==> src/rtl/bus_arb_pkg.sv <==
// bus_arb_pkg: FSM encodings, default timeout and one-hot decode shared by the bus arbiter
package bus_arb_pkg;
    typedef enum logic [1:0] {IDLE = 2'd0, BUSY = 2'd1, HOLD = 2'd2} state_e;
    localparam int TIMEOUT_DEF = 16;
    function automatic int oh2idx(input logic [3:0] oh);
        oh2idx = 0;
        for (int i = 0; i < 4; i++)
            if (oh[i]) oh2idx = i;
    endfunction
endpackage

==> src/rtl/bus_arbiter_rr_pick.sv <==
// rr_pick: round-robin winner after ptr, or fixed priority (master 0 first) under ARB_FIXED_PRIO_EN
module rr_pick #(
    parameter int N  = 2,
    parameter int IW = 1
) (
    input  logic [N-1:0]  req,
    input  logic [IW-1:0] ptr,
    output logic [IW-1:0] idx,
    output logic          valid
);
`ifdef ARB_FIXED_PRIO_EN
    logic [IW-1:0] unused_ptr;
    assign unused_ptr = ptr;
    always_comb begin
        valid = |req;
        idx   = '0;
        for (int i = N - 1; i >= 0; i--)
            if (req[i]) idx = IW'(i);
    end
`else
    always_comb begin
        valid = |req;
        idx   = '0;
        // scanning downward lets the candidate nearest ptr+1 overwrite the rest
        for (int k = N; k >= 1; k--)
            if (req[IW'((int'(ptr) + k) % N)]) idx = IW'((int'(ptr) + k) % N);
    end
`endif
endmodule

==> src/rtl/bus_arbiter.sv <==
// bus_arbiter: N-master single-slave bus arbiter with lock and timeout; ARB_FIXED_PRIO_EN selects fixed priority
module bus_arbiter
    import bus_arb_pkg::*;
#(
    parameter int N_MASTER = 2,
    parameter int ADDR_W   = 32,
    parameter int DATA_W   = 32,
    parameter int TIMEOUT  = TIMEOUT_DEF
) (
    input  logic                       clk,
    input  logic                       reset,
    input  logic [N_MASTER-1:0]        m_req,
    input  logic [N_MASTER-1:0]        m_we,
    input  logic [N_MASTER-1:0]        m_lock,
    input  logic [N_MASTER*ADDR_W-1:0] m_addr,
    input  logic [N_MASTER*DATA_W-1:0] m_wdata,
    output logic [N_MASTER-1:0]        m_gnt,
    output logic [N_MASTER-1:0]        m_ack,
    output logic [N_MASTER-1:0]        m_err,
    output logic [DATA_W-1:0]          m_rdata,
    output logic                       s_req,
    output logic                       s_we,
    output logic [ADDR_W-1:0]          s_addr,
    output logic [DATA_W-1:0]          s_wdata,
    input  logic                       s_ack,
    input  logic [DATA_W-1:0]          s_rdata
);
    localparam int IW = (N_MASTER > 1) ? $clog2(N_MASTER) : 1;
    localparam int CW = $clog2(TIMEOUT);

    state_e              state_q, state_d;
    logic [N_MASTER-1:0] gnt_q, gnt_d, ack_q, ack_d, err_q, err_d;
    logic [DATA_W-1:0]   rdata_q, rdata_d, swdata_q, swdata_d;
    logic [ADDR_W-1:0]   saddr_q, saddr_d;
    logic                sreq_q, sreq_d, swe_q, swe_d;
    logic [CW-1:0]       cnt_q, cnt_d;
    logic [IW-1:0]       ptr_q, ptr_d, pick_idx, g, sel;
    logic                pick_valid, issue;

    rr_pick #(.N(N_MASTER), .IW(IW)) u_pick (
        .req   (m_req),
        .ptr   (ptr_q),
        .idx   (pick_idx),
        .valid (pick_valid)
    );

    always_comb begin
        g        = IW'(oh2idx(4'(gnt_q)));
        sel      = (state_q == IDLE) ? pick_idx : g;
        issue    = (state_q == IDLE) ? pick_valid : (state_q == HOLD) && m_req[g];
        state_d  = state_q;
        gnt_d    = gnt_q;
        ack_d    = '0;
        err_d    = '0;
        rdata_d  = rdata_q;
        sreq_d   = sreq_q;
        swe_d    = swe_q;
        saddr_d  = saddr_q;
        swdata_d = swdata_q;
        cnt_d    = cnt_q;
        ptr_d    = ptr_q;
        if (issue) begin
            gnt_d    = N_MASTER'(1) << sel;
            ptr_d    = sel;
            sreq_d   = 1'b1;
            swe_d    = m_we[sel];
            saddr_d  = m_addr[sel*ADDR_W +: ADDR_W];
            swdata_d = m_wdata[sel*DATA_W +: DATA_W];
            cnt_d    = '0;
            state_d  = BUSY;
        end else if (state_q == BUSY) begin
            if (s_ack) begin
                sreq_d  = 1'b0;
                ack_d   = gnt_q;
                rdata_d = s_rdata;
                state_d = m_lock[g] ? HOLD : IDLE;
                gnt_d   = m_lock[g] ? gnt_q : '0;
            end else if (cnt_q == CW'(TIMEOUT - 1)) begin
                sreq_d  = 1'b0;
                err_d   = gnt_q;
                gnt_d   = '0;
                state_d = IDLE;
            end else begin
                cnt_d = cnt_q + CW'(1);
            end
        end else if (state_q == HOLD && !m_lock[g]) begin
            gnt_d   = '0;
            state_d = IDLE;
        end
    end

    always_ff @(posedge clk) begin
        if (!reset) begin
            state_q  <= IDLE;
            gnt_q    <= '0;
            ack_q    <= '0;
            err_q    <= '0;
            rdata_q  <= '0;
            sreq_q   <= 1'b0;
            swe_q    <= 1'b0;
            saddr_q  <= '0;
            swdata_q <= '0;
            cnt_q    <= '0;
            ptr_q    <= IW'(N_MASTER - 1);
        end else begin
            state_q  <= state_d;
            gnt_q    <= gnt_d;
            ack_q    <= ack_d;
            err_q    <= err_d;
            rdata_q  <= rdata_d;
            sreq_q   <= sreq_d;
            swe_q    <= swe_d;
            saddr_q  <= saddr_d;
            swdata_q <= swdata_d;
            cnt_q    <= cnt_d;
            ptr_q    <= ptr_d;
        end
    end

    assign m_gnt   = gnt_q;
    assign m_ack   = ack_q;
    assign m_err   = err_q;
    assign m_rdata = rdata_q;
    assign s_req   = sreq_q;
    assign s_we    = swe_q;
    assign s_addr  = saddr_q;
    assign s_wdata = swdata_q;
endmodule

==> config.mk <==
export PLATFORM = sky130hd
export DESIGN_NAME = bus_arbiter
export DESIGN_NICKNAME = d
export VERILOG_FILES = /design/src/rtl/bus_arb_pkg.sv /design/src/rtl/bus_arbiter_rr_pick.sv /design/src/rtl/bus_arbiter.sv
export SDC_FILE = /design/constraint.sdc
export NUM_CORES = 1
export LEC_CHECK = 0
export CORE_ASPECT_RATIO = 0.7
export CORE_MARGIN = 8
export CORE_UTILIZATION = 38
export CTS_CLUSTER_SIZE = 40
export DETAILED_ROUTE_END_ITERATION = 8
export PLACE_DENSITY = 0.8
export SYNTH_ARGS = -nofsm -noshare
export SYNTH_HDL_FRONTEND = slang
export SYNTH_SLANG_ARGS = --single-unit
==> constraint.sdc <==
create_clock -name clk -period 2 [get_ports clk]
set_input_delay 0.4 -clock clk [delete_from_list [all_inputs] [get_ports clk]]
set_output_delay 0.4 -clock clk [all_outputs]
set_load 0.01 [all_outputs]
== Word-level counts from Yosys, hierarchy flattened ==
Index checks and enable logic that the tools add are counted.

* Latch bits: 0
* Logic and storage cells: 80
* Input bits: 169
* Bits in read-only memories: 0
* Memories: 0
* Output and inout port bits: 104
* Flip-flop bits (word level): 111
* Bits in writable memories: 0

* Muxes and demuxes: 29
* $lt $le $gt $ge: 4
* Divide/modulo/power cells: 0
* Reductions and logical operators: 18
* Equality and inequality tests: 6
* Bitwise gates (word level): 5
* Shifts and indexed selects: 3
* $mul: 0
* Add/sub/neg operators: 3

{| class="wikitable"
|+ Operator list
! kind !! number
|-
| variable part select 64 x 7 -> 32 bit || 2
|-
| two-way mux 1 bit || 20
|-
| two-way mux 2 bit || 9
|-
| AND reduction 3 bit || 3
|-
| less-than comparator 1 x 3 -> 1 bit, second input constant || 2
|-
| AND reduction 2 bit || 3
|-
| nonzero test 3 bit || 2
|-
| NOT 1 bit || 5
|-
| OR reduction 5 bit || 1
|-
| adder 4 x 1 -> 4 bit, second input constant || 1
|-
| equality test 4 bit, second input constant || 1
|-
| less-than comparator 1 x 2 -> 1 bit, second input constant || 2
|-
| != test 4 x 3 -> 1 bit, second input constant || 1
|-
| != test 4 bit, second input constant || 1
|-
| nonzero test 2 bit || 2
|-
| OR reduction 2 bit || 2
|-
| OR reduction 4 bit || 1
|-
| != test 3 x 2 -> 1 bit, second input constant || 1
|-
| adder 1 bit, second input constant || 2
|-
| equality test 2 x 1 -> 1 bit, second input constant || 1
|-
| equality test 2 bit, second input constant || 1
|-
| logical AND 1 bit || 2
|-
| logical NOT 2 bit || 1
|-
| << shifter 1 x 1 -> 2 bit, first input constant || 1
|-
| logical NOT 1 bit || 1
|}

== Depth between registers and ports, before layout ==
Gate-level depths: netlist of run 1.

* Depth in word-level cells: 9
* Depth in mapped cells: 7
* Gate-level depth less buffers: 5

== Hierarchy ==
From an unflattened synthesis of run 1, not the netlist that was laid out.

* Cell total of the unflattened synthesis: 500
* Area, all modules: 4,591.9 µm²

{| class="wikitable"
|+ Modules (own cells, without submodules)
! module !! sequential area each (µm²) !! cells each !! area each (µm²) !! instances
|-
| bus_arbiter || 2,222.1 || 498 || 4,579.4 || 1
|-
| rr_pick || 0.0 || 2 || 12.5 || 1
|}

== Least setup slack after synthesis of run 1 ==
No wires, ideal clock.

* Kind: register to register
* Start point: reg gnt_q[1] (netlist: m_gnt[1])
* End point: reg saddr_q[18] (netlist: s_addr[18])
* Path slack: 0.571 ns
* Stages on the path, launching flop included: 8
* Data required time: 1.878 ns
* Clock period less this slack: 1.429 ns
* Arrival time: 1.307 ns
* Setup time: 0.122 ns
* Buffers on the path: 3
* Cells stage by stage: dfxtp_1 -> buf_2 -> nand2b_1 -> nand3_1 -> buf_2 -> buf_2 -> a32oi_1 -> a21boi_1

* Longest elaborated chain between the ends: 5
* Elaborated cells on any way between the ends: 7
* Classes of those cells: shift: 1; mux: 5; reduce/logical: 1

{| class="wikitable"
|+ RTL lines
! element !! RTL line !! text
|-
| from (decl) || bus_arbiter.sv:32 || <nowiki>logic [N_MASTER-1:0] gnt_q, gnt_d, ack_q, ack_d, err_q, err_d;</nowiki>
|-
| from (signal assigned) || bus_arbiter.sv:107 || <nowiki>gnt_q <= gnt_d;</nowiki>
|-
| two-way mux 1 bit * || bus_arb_pkg.sv:8 || <nowiki>if (oh[i]) oh2idx = i;</nowiki>
|-
| branches (longest 4 deep; another with variable part select 64 x 7 -> 32 bit) || -- ||
|-
| to (signal assigned) || bus_arbiter.sv:113 || <nowiki>saddr_q <= saddr_d;</nowiki>
|-
| to (decl) || bus_arbiter.sv:34 || <nowiki>logic [ADDR_W-1:0] saddr_q, saddr_d;</nowiki>
|}

Every way passes the cells marked *. The select of a mux whose other input is x is not followed.
A chain may end at the register's enable or synchronous reset.

== Worst setup path after layout of run 1 ==
* Start point: reg gnt_q[1] (netlist: m_gnt[1])
* End point: out m_gnt[1]

{| class="wikitable"
|+ RTL lines
! element !! RTL line !! text
|-
| to (decl) || bus_arbiter.sv:17 || <nowiki>output logic [N_MASTER-1:0] m_gnt,</nowiki>
|}

No word-level cell between the ends.

==> results_dict.tcl, run 1 <==
set metrics [dict create \
    syn_area_sq_mm 0.00476 \
    die_x_um 150 \
    overflow 0 \
    antenna_found_initial 0 \
    synth_top_area_cell "dfxtp_1" \
    cts_root_buffer "clkbuf_16" \
    drt-wirelength-per-cell_um 19.4 \
    start_util_pct 38.6 \
    worstSetupStartpointType "register" \
    layout-drive-gt1-share_pct 5.61 \
    dr.pass1.iters 7 \
    cp_data_arrival_time_ps 1450 \
    cts_buffers 9 \
    fin_nets 932 \
    drv_slew 0 \
    hold_slack_ps 353 \
    critPathSlowestCell "clkdlybuf4s50_1" \
    p_int_mw 4.01 \
    rsz0062_at_grt "false" \
    n_antenna_cell 0 \
    finClkSkew_ps 7.70 \
    grt_usage_pct 20.2 \
    ys.flop_type "dfxtp_1" \
    die_h_um 110 \
    hold_buffers 0 \
    min_path_type "primary input to register" \
    max_slew_margin_pct 62.9 \
    worst_pin_slew_ps 555 \
    powerDensity_mw_per_mm2 690 \
    crit_fanout 8 \
    clockBufferDepth 2 \
    ir_worst_vdd_mv 0.473 \
    grt_first_pass_wirelength_mm 26.9 \
    postSynthAreaPerCell_sq_um 9.20 \
    routabilityCongestion 0.798 \
    syn2layout_area_growth_pct 66.6 \
    drc 0 \
    antenna_left 0 \
    synthTopCellsByCount "dfxtp_1 (111), a21boi_1 (93), nand2_1 (69)" \
    seqPwrFrac_pct 44.9 \
    drt_wl_total_mm 18.0 \
    ctsResizeCount 0 \
    end_kind "primary output" \
    grt_max_degree 68 \
    crit_path_cell_trace "clkdlybuf4s50_1" \
    cp_top_family "buffers and inverters" \
    min_period_ps 1850 \
    design.core.area_sq_mm 0.0123 \
    portBuffers 272 \
    yosysMostFrequentCell "dfxtp_1" \
    finalCritPeriodShare_pct 92.7 \
    swShare_pct 26.8 \
    clkPwrFrac_pct 30.6 \
    layout_setup_ws_ps 147 \
    cp.required_ps 1600 \
    clk_latency_ps 340 \
    timing_worst_setup_path_type "register to primary output" \
    tritoncts "yes" \
    core.rowCount 34 \
    first_global_vias 4916 \
    combPwrFrac_pct 24.5 \
    place_ws_ps 86.1 \
    yosys_warnings 0 \
    drtIter0Drc 402 \
    die_area_sq_mm 0.0164 \
    synth_seq_area_share_pct 46.7 \
    netlist.area_leader.share_pct 46.7 \
    ys_ff_latch 111 \
    path_buf_inv 1 \
    power.leakage_nw 2.77 \
    yosys-top-cells-area "dfxtp_1 (47%), a21boi_1 (15%), a32oi_1 (12%), o21ai_0 (6.8%), nand2_1 (5.4%)" \
    fmax_ghz 0.540 \
    status "completed" \
    htree_levels 3 \
    syn_nets 688 \
    max_cap_viol_count 0 \
    setup_viol 0 \
    viasPerCell 5.42 \
    synth.distinct_cells 44 \
    clk_pin_slew_worst_paths_ps 70 \
    p_sw_mw 1.47 \
    worst_path_largest_cell_delay_ps 610 \
    total_power_mw 5.47 \
    vias 5038 \
    dp_hpwl_mm 13.4 \
    fin_setup_tns_ps 0 \
    async_flop_share_pct 0 \
    ios 273 \
    synth_edf_count 0 \
    reg2reg_setup_slack_ps 200 \
    synthCells 518 \
    clock-sinks 111 \
    hold_viol 0 \
    post-cts-setup-buffers 0 \
]
routing by layer:
metal / wire, um / vias up / GRT usage, %
li1: - / 2404 / -
met1: 7580 / 2433 / 25.0
met2: 8880 / 184 / 34.9
met3: 1310 / 17 / 5.22
met4: 236 / 0 / 5.05
met5: 0 / - / 0
worst paths after layout:
path               start     endpoint  cells past startpoint
max             m_gnt[1]     m_gnt[1]                      1
max reg2reg   state_q[1]    s_addr[6]                      5
min                reset     m_gnt[0]                      3
min reg2reg  m_rdata[30]  m_rdata[30]                      2
power groups by stage:
stage	combinational [mW]	sequential [mW]	clock [mW]
after floorplan	0.462	2.56	0
after global placement	1.31	2.50	0
after detailed placement	1.34	2.51	0
after CTS	1.34	2.46	1.71
after global routing	1.43	2.48	1.83
final	1.34	2.46	1.68
registers in the layout, indices dropped and copies added (netlist names):
register / cells
s_addr: 32
s_wdata: 32
m_ack: 2
m_err: 2
s_req: 1
m_gnt: 2
cnt_q: 4
state_q: 2
ptr_q: 1
s_we: 1
m_rdata: 32
per-stage QoR:
step | utilization, % | area [sq um] | instances
3_3_place_gp | 62.1 | 7660 | 913
3_5_place_dp | 62.1 | 7660 | 913
4_1_cts | 64.3 | 7940 | 929
5_1_grt | 64.3 | 7940 | 929
6_report | 64.3 | 7940 | 929
2_1_floorplan | - | 4760 | 518
cell usage in the layout (no fill, tap or decap), types with 2 or more instances in the layout:
cell type / instances
inv_6: 2
nor3b_1: 2
a21boi_1: 93
a32oi_1: 65
clkinv_2: 2
nand2_1: 69
clkdlybuf4s50_1: 271
and3_1: 3
a21boi_0: 4
a21oi_4: 2
nand2b_1: 4
xor2_1: 2
o31ai_1: 2
dfxtp_1: 111
a21oi_1: 4
clkinv_4: 2
buf_4: 12
nand3_1: 4
o21ai_0: 65
inv_1: 2
clkbuf_16: 9
nor2_1: 4
buf_12: 6
final cells by class:
cell class,count,area [sq um]
clock inverters,6,45.0
multi-input cells,347,2300
repair buffers,290,2930
clock buffers,10,229
fillers,1005,4400
well taps,162,203
flip-flops and latches,111,2220
inverters,3,11.3
tightest hold or removal path, stage by stage:
cell     delay [ps]
buf_2           120
nand3_1          70
o31ai_1          70
kinds of logic (layout without fill, tap and decap cells):
| kind of cell | Yosys count | in the layout | synth area share (%) |
|---|---|---|---|
| flip-flops | 111 | 111 | 46.7 |
| multiplexers | 2 | 2 | 0.447 |
| buffers and inverters | 60 | 309 | 5.88 |
| AO/OA/AOI/OAI | 245 | 245 | 37.1 |
| AND/OR/NAND/NOR | 97 | 97 | 9.25 |
| adder cells (fa/ha/maj) | 1 | 1 | 0.263 |
| XOR/XNOR | 2 | 2 | 0.368 |
Power figures use the tool's default switching activity.
==> inputs of run 2 (changes only) <==
- CTS_CLUSTER_SIZE: 40 -> 28
- GPL_TIMING_DRIVEN: not set -> 0
- SKIP_CTS_REPAIR_TIMING: not set -> 1
==> run 2 against run 1 <==
Against the previous run:
- utilization rose by 0.72 points
- die area did not move
- highest routed layer unchanged
- combinational power barely moved
- cell count rose by 4.2%
==> results_dict.tcl, run 2 (synthesized netlist as in run 1, its figures left out) <==
set metrics [dict create \
    status "completed" \
    fin_area_sq_mm 0.00803 \
    setup_viol 0 \
    r2r_end "s_wdata[24]" \
    die_x_um 150 \
    worst_pin_slew_ps 607 \
    nFillCells 1003 \
    grt_max_degree 19 \
    clock-sinks 111 \
    cts_buffers 9 \
    min_path_type "primary input to register" \
    worstHoldEndpoint "m_rdata[0]" \
    cts_root_buffer "clkbuf_16" \
    viasPerCell 5.41 \
    first_global_vias 5291 \
    design.core.area_sq_mm 0.0123 \
    tritoncts "yes" \
    drt-wirelength-per-cell_um 19.7 \
    finalCritPeriodShare_pct 94.8 \
    path_buf_inv 4 \
    cp.required_ps 2280 \
    wl_met3_mm 1.62 \
    power.leakage_nw 2.85 \
    r2r_cells 6 \
    drc 0 \
    critPathSlowestCell "clkdlybuf4s50_1" \
    clockBufferDepth 2 \
    worst_path_largest_cell_delay_ps 600 \
    wl_met2_mm 9.37 \
    place_area_sq_mm 0.00768 \
    antenna_left 0 \
    crit_path_cell_trace "clkdlybuf4s50_1 > inv_2 > a21oi_2 > clkbuf_4 > buf_2 > a32oi_1 > a21boi_1" \
    dp_hpwl_mm 15.2 \
    powerDensity_mw_per_mm2 710 \
    syn2layout_area_growth_pct 68.5 \
    grt_first_pass_wirelength_mm 28.4 \
    drt_wl_total_mm 19.1 \
    ios 273 \
    layout_commonest_cell "clkdlybuf4s50_1" \
    reg2reg_setup_slack_ps 170 \
    fmax_ghz 0.527 \
    drtIter0Drc 333 \
    die_h_um 110 \
    max_slew_margin_pct 59.6 \
    wl_met1_mm 7.75 \
    rsz0062_at_grt "false" \
    max_cap_viol_count 0 \
    min_period_ps 1900 \
    core.rowCount 34 \
    hold_viol 0 \
    start_util_pct 38.6 \
    hold_depth 2 \
    crit_start "m_req[0]" \
    antenna_found_initial 1 \
    layout-drive-gt1-share_pct 6.71 \
    crit_fanout 10 \
    routabilityCongestion 0.863 \
    drv_slew 0 \
    htree_levels 3 \
    portBuffers 271 \
    cp_data_arrival_time_ps 2170 \
    worstSetupStartpointType "primary input" \
    min_from "reset" \
    grt_usage_pct 21.8 \
    end_kind "register" \
    clk_latency_ps 340 \
    overflow 0 \
    cp_top_family "buffers and inverters" \
    die_area_sq_mm 0.0164 \
    timing_worst_setup_path_type "primary input to register" \
    ir_worst_vdd_mv 0.715 \
    fin_nets 970 \
    top_layer "met4" \
    final_cell_mix "clkdlybuf4s50_1 (270), dfxtp_1 (111), a21boi_1 (93)" \
    total_power_mw 5.70 \
    vias 5238 \
    dr.pass1.iters 5 \
    r2r_start "m_gnt[1]" \
    clk_pin_slew_worst_paths_ps 80 \
    finClkSkew_ps 6.26 \
]
[run 2: cell types whose count changed in the layout (fill, tap and decap cells not counted), moves of 3 or more]
| cell | before | now |
|---|---|---|
| buf_2 | 1 | 19 |
| buf_4 | 12 | 6 |
| buf_12 | 6 | 0 |
| clkbuf_1 | 1 | 26 |
| clkbuf_2 | 0 | 3 |
[run 2: worst max path at each step]
stage / endpoint / slack [ps] / cells past startpoint
after global routing: s_wdata[24] / 2 / 6
after detailed placement: s_wdata[24] / -370 / 6
final: s_addr[29] / 100 / 7
after CTS: s_wdata[24] / -10 / 6
after floorplan: s_addr[18] / 570 / 7
after global placement: s_wdata[24] / -250 / 6
[run 2: layout make-up]
cell class	instances	area, sq um	share of cell area [%]
Buffer	57	275	3.43
Clock buffer	11	253	3.15
Timing Repair Buffer	271	2720	33.8
Sequential cell	111	2220	27.7
Multi-Input combinational cell	347	2280	28.4
Antenna cell	1	2.50	0.0312
Inverter	3	11.3	0.140
Tap cell	162	203	2.53
Clock inverter	5	65.1	0.811
[run 2: where the power goes]
part | leakage [nW] | internal [mW] | switching, mW | total (mW)
registers | 0.911 | 2.37 | 0.0844 | 2.45
clock network | 0.156 | 1.05 | 0.837 | 1.89
logic | 1.78 | 0.771 | 0.586 | 1.36
total | 2.85 | 4.19 | 1.51 | 5.70
[run 2: worst register-to-register path, stage by stage, from the launching register on]
cell,delay [ps]
dfxtp_1,320
buf_2,160
nand2b_1,180
nand3_1,180
buf_1,500
a32oi_1,250
a21boi_1,180
[run 2: routing by layer]
metal	global-route usage, %	vias up
li1	-	2487
met4	6.47	0
met2	37.0	215
met1	26.4	2507
met3	6.54	29
met5	0	-
[run 2: metrics by stage]
| stage | utilization [%] | hold slack, ps | TNS [ps] | std cells | worst slack, ps |
|---|---|---|---|---|---|
| floorplan | - | 449 | 0 | 518 | 571 |
| global placement | 62.2 | 442 | -11090 | 951 | -252 |
| detailed placement | 62.2 | 449 | -15950 | 951 | -365 |
| CTS | 64.8 | 437 | -10.3 | 967 | -10.3 |
| global route | 65.1 | 462 | 0 | 968 | 2.02 |
| finish | 65.1 | 448 | 0 | 968 | 104 |
==> inputs of run 3 (changes only) <==
- HOLD_SLACK_MARGIN: not set -> 0.15
==> results of run 3 <==
The final DEF is identical to that of run 2; final timing and power are the same.
